## src/rtl/lsu_dccm_req.sv

```systemverilog
// LSU-side DCCM request sequencer: splits misaligned accesses, performs RMW for partial stores.
// Optional parity on stored words is enabled by defining DCCM_PARITY_EN.
//
// state | meaning
// IDLE  | ready for a new request
// RD    | array read of lo/hi words issued
// CAP   | read data sampled; load result formed or store bytes merged
// WR    | array write of lo/hi words issued
// RSP   | one-cycle completion pulse
module lsu_dccm_req #(
    parameter int DCCM_BITS        = 16,
    parameter int DCCM_BANK_BITS   = 2,
    parameter int DCCM_WIDTH_BITS  = 2,
    parameter int DCCM_FDATA_WIDTH = 39
) (
    input  logic                        clk,
    input  logic                        rst_l,
    input  logic                        req_valid,
    output logic                        req_ready,
    input  logic                        req_write,
    input  logic [1:0]                  req_size,
    input  logic                        req_unsign,
    input  logic [DCCM_BITS-1:0]        req_addr,
    input  logic [31:0]                 req_wdata,
    output logic                        rsp_valid,
    output logic [31:0]                 rsp_data,
    output logic                        rsp_err,
    output logic                        dccm_rden,
    output logic                        dccm_wren,
    output logic [DCCM_BITS-1:0]        dccm_rd_addr_lo,
    output logic [DCCM_BITS-1:0]        dccm_rd_addr_hi,
    output logic [DCCM_BITS-1:0]        dccm_wr_addr_lo,
    output logic [DCCM_BITS-1:0]        dccm_wr_addr_hi,
    output logic [DCCM_FDATA_WIDTH-1:0] dccm_wr_data_lo,
    output logic [DCCM_FDATA_WIDTH-1:0] dccm_wr_data_hi,
    input  logic [DCCM_FDATA_WIDTH-1:0] dccm_rd_data_lo,
    input  logic [DCCM_FDATA_WIDTH-1:0] dccm_rd_data_hi
);

    typedef enum logic [2:0] {S_IDLE, S_RD, S_CAP, S_WR, S_RSP} state_t;

    state_t state, nxt;

    logic [DCCM_BITS-1:0] lo_q, hi_q;
    logic [1:0]           size_q;
    logic                 write_q, unsign_q, mis_q;
    logic [31:0]          wdata_q;

    logic [1:0]           size_in;
    logic [2:0]           nb_m1_in;
    logic [DCCM_BITS-1:0] hi_raw, hi_sel;
    logic                 mis_in, direct_in;

    logic [5:0]  shamt;
    logic [63:0] rd_win, st_win, bm64, merged;
    logic [7:0]  nbm8, bmask8;
    logic [31:0] ld_shift, ld_res;
    logic        par_err;

    function automatic logic [3:0] par4(input logic [31:0] w);
        return {^w[31:24], ^w[23:16], ^w[15:8], ^w[7:0]};
    endfunction

    function automatic logic [DCCM_FDATA_WIDTH-1:0] to_fdata(input logic [31:0] w);
        logic [DCCM_FDATA_WIDTH-1:0] f;
        f       = '0;
        f[31:0] = w;
`ifdef DCCM_PARITY_EN
        f[35:32] = par4(w);
`endif
        return f;
    endfunction

    // Request decode; hi wraps modulo the DCCM address space.
    always_comb begin
        size_in = (req_size == 2'd3) ? 2'd2 : req_size;
        case (size_in)
            2'd0:    nb_m1_in = 3'd0;
            2'd1:    nb_m1_in = 3'd1;
            default: nb_m1_in = 3'd3;
        endcase
        hi_raw    = req_addr + DCCM_BITS'(nb_m1_in);
        mis_in    = req_addr[DCCM_BITS-1:DCCM_WIDTH_BITS] != hi_raw[DCCM_BITS-1:DCCM_WIDTH_BITS];
        hi_sel    = mis_in ? hi_raw : req_addr;
        direct_in = req_write && (size_in == 2'd2) && (req_addr[DCCM_WIDTH_BITS-1:0] == '0);
    end

    always_comb begin
        shamt  = 6'({lo_q[DCCM_WIDTH_BITS-1:0], 3'b000});
        rd_win = {mis_q ? dccm_rd_data_hi[31:0] : dccm_rd_data_lo[31:0], dccm_rd_data_lo[31:0]};
        st_win = {32'b0, wdata_q} << shamt;
        case (size_q)
            2'd0:    nbm8 = 8'h01;
            2'd1:    nbm8 = 8'h03;
            default: nbm8 = 8'h0F;
        endcase
        bmask8 = nbm8 << lo_q[DCCM_WIDTH_BITS-1:0];
        bm64   = '0;
        for (int i = 0; i < 8; i++) begin
            bm64[8*i +: 8] = {8{bmask8[i]}};
        end
        merged   = (rd_win & ~bm64) | (st_win & bm64);
        ld_shift = 32'(rd_win >> shamt);
        case (size_q)
            2'd0:    ld_res = {{24{~unsign_q & ld_shift[7]}}, ld_shift[7:0]};
            2'd1:    ld_res = {{16{~unsign_q & ld_shift[15]}}, ld_shift[15:0]};
            default: ld_res = ld_shift;
        endcase
`ifdef DCCM_PARITY_EN
        par_err = (par4(dccm_rd_data_lo[31:0]) != dccm_rd_data_lo[35:32]) ||
                  (mis_q && (par4(dccm_rd_data_hi[31:0]) != dccm_rd_data_hi[35:32]));
`else
        par_err = 1'b0;
`endif
    end

    // Check bits outside the parity field and the bank-select slice are consumed by the array only.
    logic unused_ok;
    assign unused_ok = ^{dccm_rd_data_lo[DCCM_FDATA_WIDTH-1:32], dccm_rd_data_hi[DCCM_FDATA_WIDTH-1:32],
                         lo_q[DCCM_WIDTH_BITS +: DCCM_BANK_BITS]};

    always_comb begin
        nxt = state;
        case (state)
            S_IDLE:  if (req_valid) nxt = direct_in ? S_WR : S_RD;
            S_RD:    nxt = S_CAP;
            S_CAP:   nxt = (write_q && !par_err) ? S_WR : S_RSP;
            S_WR:    nxt = S_RSP;
            S_RSP:   nxt = S_IDLE;
            default: nxt = S_IDLE;
        endcase
    end

    always_ff @(posedge clk or negedge rst_l) begin
        if (!rst_l) begin
            state    <= S_IDLE;
            lo_q     <= '0;
            hi_q     <= '0;
            size_q   <= '0;
            write_q  <= 1'b0;
            unsign_q <= 1'b0;
            mis_q    <= 1'b0;
            wdata_q  <= '0;
        end else begin
            state <= nxt;
            if (state == S_IDLE && req_valid) begin
                lo_q     <= req_addr;
                hi_q     <= hi_sel;
                size_q   <= size_in;
                write_q  <= req_write;
                unsign_q <= req_unsign;
                mis_q    <= mis_in;
                wdata_q  <= req_wdata;
            end
        end
    end

    // Outputs are registered from the next state so they line up with the state they belong to.
    always_ff @(posedge clk or negedge rst_l) begin
        if (!rst_l) begin
            req_ready       <= 1'b1;
            rsp_valid       <= 1'b0;
            rsp_data        <= '0;
            rsp_err         <= 1'b0;
            dccm_rden       <= 1'b0;
            dccm_wren       <= 1'b0;
            dccm_rd_addr_lo <= '0;
            dccm_rd_addr_hi <= '0;
            dccm_wr_addr_lo <= '0;
            dccm_wr_addr_hi <= '0;
            dccm_wr_data_lo <= '0;
            dccm_wr_data_hi <= '0;
        end else begin
            req_ready <= (nxt == S_IDLE);
            rsp_valid <= (nxt == S_RSP);
            dccm_rden <= (nxt == S_RD);
            dccm_wren <= (nxt == S_WR);
            rsp_data  <= (state == S_CAP && nxt == S_RSP && !write_q) ? ld_res : 32'b0;
            rsp_err   <= (state == S_CAP) && par_err;
            if (nxt == S_RD) begin
                dccm_rd_addr_lo <= req_addr;
                dccm_rd_addr_hi <= hi_sel;
            end
            if (nxt == S_WR) begin
                if (state == S_IDLE) begin
                    dccm_wr_addr_lo <= req_addr;
                    dccm_wr_addr_hi <= hi_sel;
                    dccm_wr_data_lo <= to_fdata(req_wdata);
                    dccm_wr_data_hi <= to_fdata(req_wdata);
                end else begin
                    dccm_wr_addr_lo <= lo_q;
                    dccm_wr_addr_hi <= hi_q;
                    dccm_wr_data_lo <= to_fdata(merged[31:0]);
                    dccm_wr_data_hi <= to_fdata(mis_q ? merged[63:32] : merged[31:0]);
                end
            end
        end
    end

endmodule

```

## config.mk

```make
export PLATFORM = sky130hd
export DESIGN_NAME = lsu_dccm_req
export DESIGN_NICKNAME = d
export VERILOG_FILES = /design/src/rtl/lsu_dccm_req.sv
export SDC_FILE = /design/constraint.sdc
export NUM_CORES = 1
export LEC_CHECK = 0
export CORE_MARGIN = 10
export CORE_UTILIZATION = 40
export CTS_CLUSTER_DIAMETER = 80
export DETAILED_ROUTE_END_ITERATION = 8
export GPL_TIMING_DRIVEN = 0
export MAX_ROUTING_LAYER = met4
export PLACE_DENSITY = 0.77
export SYNTH_ARGS = -nofsm -noshare
export SYNTH_HDL_FRONTEND = slang
export SYNTH_SLANG_ARGS = --single-unit
```

## constraint.sdc

```tcl
create_clock -name clk -period 2.45 [get_ports clk]
set_input_delay 0.245 -clock clk [delete_from_list [all_inputs] [get_ports clk]]
set_output_delay 0.245 -clock clk [all_outputs]
set_load 0.1 [all_outputs]
```

==> metrics <==
status=finished, final reports clean; HPWL after detailed placement=~44,000 um; WHS=around 80 ps; mapped cell area=roughly 12,000 um2; Netlist cell types=57; FILL cells=between 2,000 and 3,000; Post-Route WL=~57,000 um; DRC viols=0; most frequent cells after synthesis=nand2_1, dfrtp_1, nor2_1; fin nets=1,846; Hold Vio Cnt, Final=0; WL met3=just over 5000 um; Remaining Overflow, GRT=0; crit path time final=2430 ps; max layer used=met4; Post-Layout Cell Count=between 2,000 and 2,500; share of layout cells above drive strength 1=0.104; Critical Path RT=2200 ps; Yosys top cell by area=dfrtp_1; CTS max path bufs=3; CP max-delay cell=clkdlybuf4s50_1; Avg WL per Cell=about 27 um; count of input and output buffers=280; Rows=64; crit share post-route=0.993; kind of cell adding the most delay to the critical path=buffers and inverters; r2r startpoint=lo_q[0]; Area growth, synth to finish=35.5%; Startpoint Class=register; worst r2r path cells=9; Inserted Clock Buffers=26; Worst Tran Pin Value=between 1000 and 1500 ps; antenna violations before repair=3; H-tree levels=1; Core ar.=a little over 30,000 um2; Post-Place Cells=roughly 2,100; fmax=411 MHz; Crit. End Element=output port; Worst Setup Path Type=register to output port; Worst Skew=between 15 and 20 ps; worst path bufs/invs=1; TritonCTS clock tree=yes; Sink Count=between 200 and 250; Root Buffer=clkbuf_16; Initial Util=0.405; top-count cell post-synth=nand2_1; Post-synth EDFFs=0; R2R setup slack=about 70 ps; WL met1=~23,000 um; Avg Inst Size Synth=~8.9 um2; footprint of the multi-input gates=between 5000 and 6000 um2; Mapped Cells=1,383; Seq/Total Area, Yosys=0.478; share of the synthesized area in the top cell type=0.476; clock-pin slew on the worst setup and hold paths=roughly 60 ps; crit path DAT=~2200 ps; crit-path cells=clkdlybuf4s50_1; Tot GR Track Use=0.294; slowest stage delay, CP=1190 ps; GPL Wtd Cong=between 0.9 and 1; pin count of the biggest net entering global routing=108; full die area=between 30,000 and 40,000 um2; Die Ht=196 um; Reg area=roughly 6000 um2; final worst setup slack=17.5 ps; worst rel slew slack=0.265; Clock Latency Late Sink=around 570 ps; min-delay worst type=input port to register; drt initial violations=around 1,300; Seq cells post-synth=236; width of the die=about 200 um; IO Count=312; largest cells by area after synthesis=dfrtp_1, nand2_1, mux2i_1, nor2_1, mux2_2; Final Util=0.549; Crit Path Max Fanout=2; final setup vio count=0; ANT nets after route=0; vias after detailed routing=~12,000; TritonRoute pass-1 iters=5; RSZ-0062 raised after global routing=false; Max Cap Violations=0; pre-CTS WS=-573 ps; WHS Path Cells=3; Synthesis Warnings=0; WL met2=about 26,000 um; Hold Startpoint=req_addr[3]; first-pass GRT wire length=about 84,000 um; ys flop type=dfrtp_1; vias in the first global route=approximately 13,000; FF-to-FF End=rsp_data[14]; async set-reset flop share out of synthesis=1.00; Worst Hold End=lo_q[3]; Final Slew Violations=0; vias per cell=between 5 and 6
-- timing repair --
action	CTS	global route
setup buffers	2	2
endpoints found under the setup margin	10	44
gates cloned	0	0
resized for setup	4	21
hold buffers	1	0
hold endpoints to repair	58	0
pin swaps	1	1
-- layout make-up --
class,count,area share
Clock buffer,31,0.0412
Buffer,120,0.0367
Multi-Input combinational cell,1024,0.350
Timing Repair Buffer,287,0.173
Inverter,15,0.00336
Sequential cell,236,0.353
Antenna cell,2,0.000299
Tap cell,396,0.0296
Clock inverter,15,0.0125
-- per-layer routing --
layer,global-route usage,up-vias
met5,-,-
met4,0.112,0
met3,0.0679,137
met2,0.464,670
met1,0.362,6036
li1,-,5421
-- cells in the final DEF (no fill, tap or decap), drive strengths merged, types with 3 or more instances in the layout --
master         count
o21a               5
and3               7
or3                3
xor2               3
o22a               7
bufinv             4
o211ai             6
o31ai              7
nor2b             11
conb              15
a22oi             16
nor2             158
clkinv             9
clkbuf            89
a211o              8
buf               69
nor3              13
mux2              49
mux2i             79
a31oi             33
and2               7
a21oi            104
o32a               7
nand2            290
a211oi            31
dfrtp            235
clkdlybuf4s50    277
xnor2             11
nand3             27
a21o              13
a221oi            15
inv               16
o21ai             79
-- sequential cells by signal (all words and copies together), names as in the netlist, 2 cells and up --
| name | count |
|---|---|
| size_q | 2 |
| dccm_rd_addr_lo | 16 |
| state | 3 |
| dccm_wr_addr_lo | 16 |
| wdata_q | 32 |
| dccm_wr_data_hi | 32 |
| lo_q | 16 |
| hi_q | 16 |
| dccm_rd_addr_hi | 16 |
| rsp_data | 32 |
| dccm_wr_data_lo | 32 |
| dccm_wr_addr_hi | 16 |
-- per-stage QoR --
stage	cell area, um2	setup TNS (ps)
3_5_place_dp	15800	-22920
4_1_cts	16700	0
3_3_place_gp	15700	-2082090
6_report	16800	0
5_1_grt	16800	0
2_1_floorplan	12400	0
-- how the worst max path moves through the flow --
stage                              startpoint                  end  slack, ps  cells after the start
after detailed placement          req_size[1]   dccm_wr_addr_hi[8]       -570                      9
after floorplan                   req_size[1]   dccm_wr_addr_hi[8]        460                      8
after global routing                 state[2]   dccm_wr_data_lo[9]          4                      5
final                      dccm_wr_data_hi[9]   dccm_wr_data_hi[9]         20                      1
after CTS                 dccm_wr_data_hi[15]  dccm_wr_data_hi[15]         30                      1
after global placement                  rst_l            rsp_valid      -8800                      1
-- kinds of logic (layout without fill, tap and decap cells) --
group / count (synthesis) / count (layout) / share of synthesized area
simple gates: 528 / 528 / 0.176
compound gates: 336 / 336 / 0.170
flops: 236 / 236 / 0.478
buf+inv: 137 / 468 / 0.0538
mux: 128 / 128 / 0.109
xor+xnor: 14 / 14 / 0.00992
fa+ha+maj: 3 / 3 / 0.00364
other cells: 1 / 17 / 0.000303
Power is not shown: default switching activity piles up to over one toggle a cycle in this logic, so the estimate is an artifact.
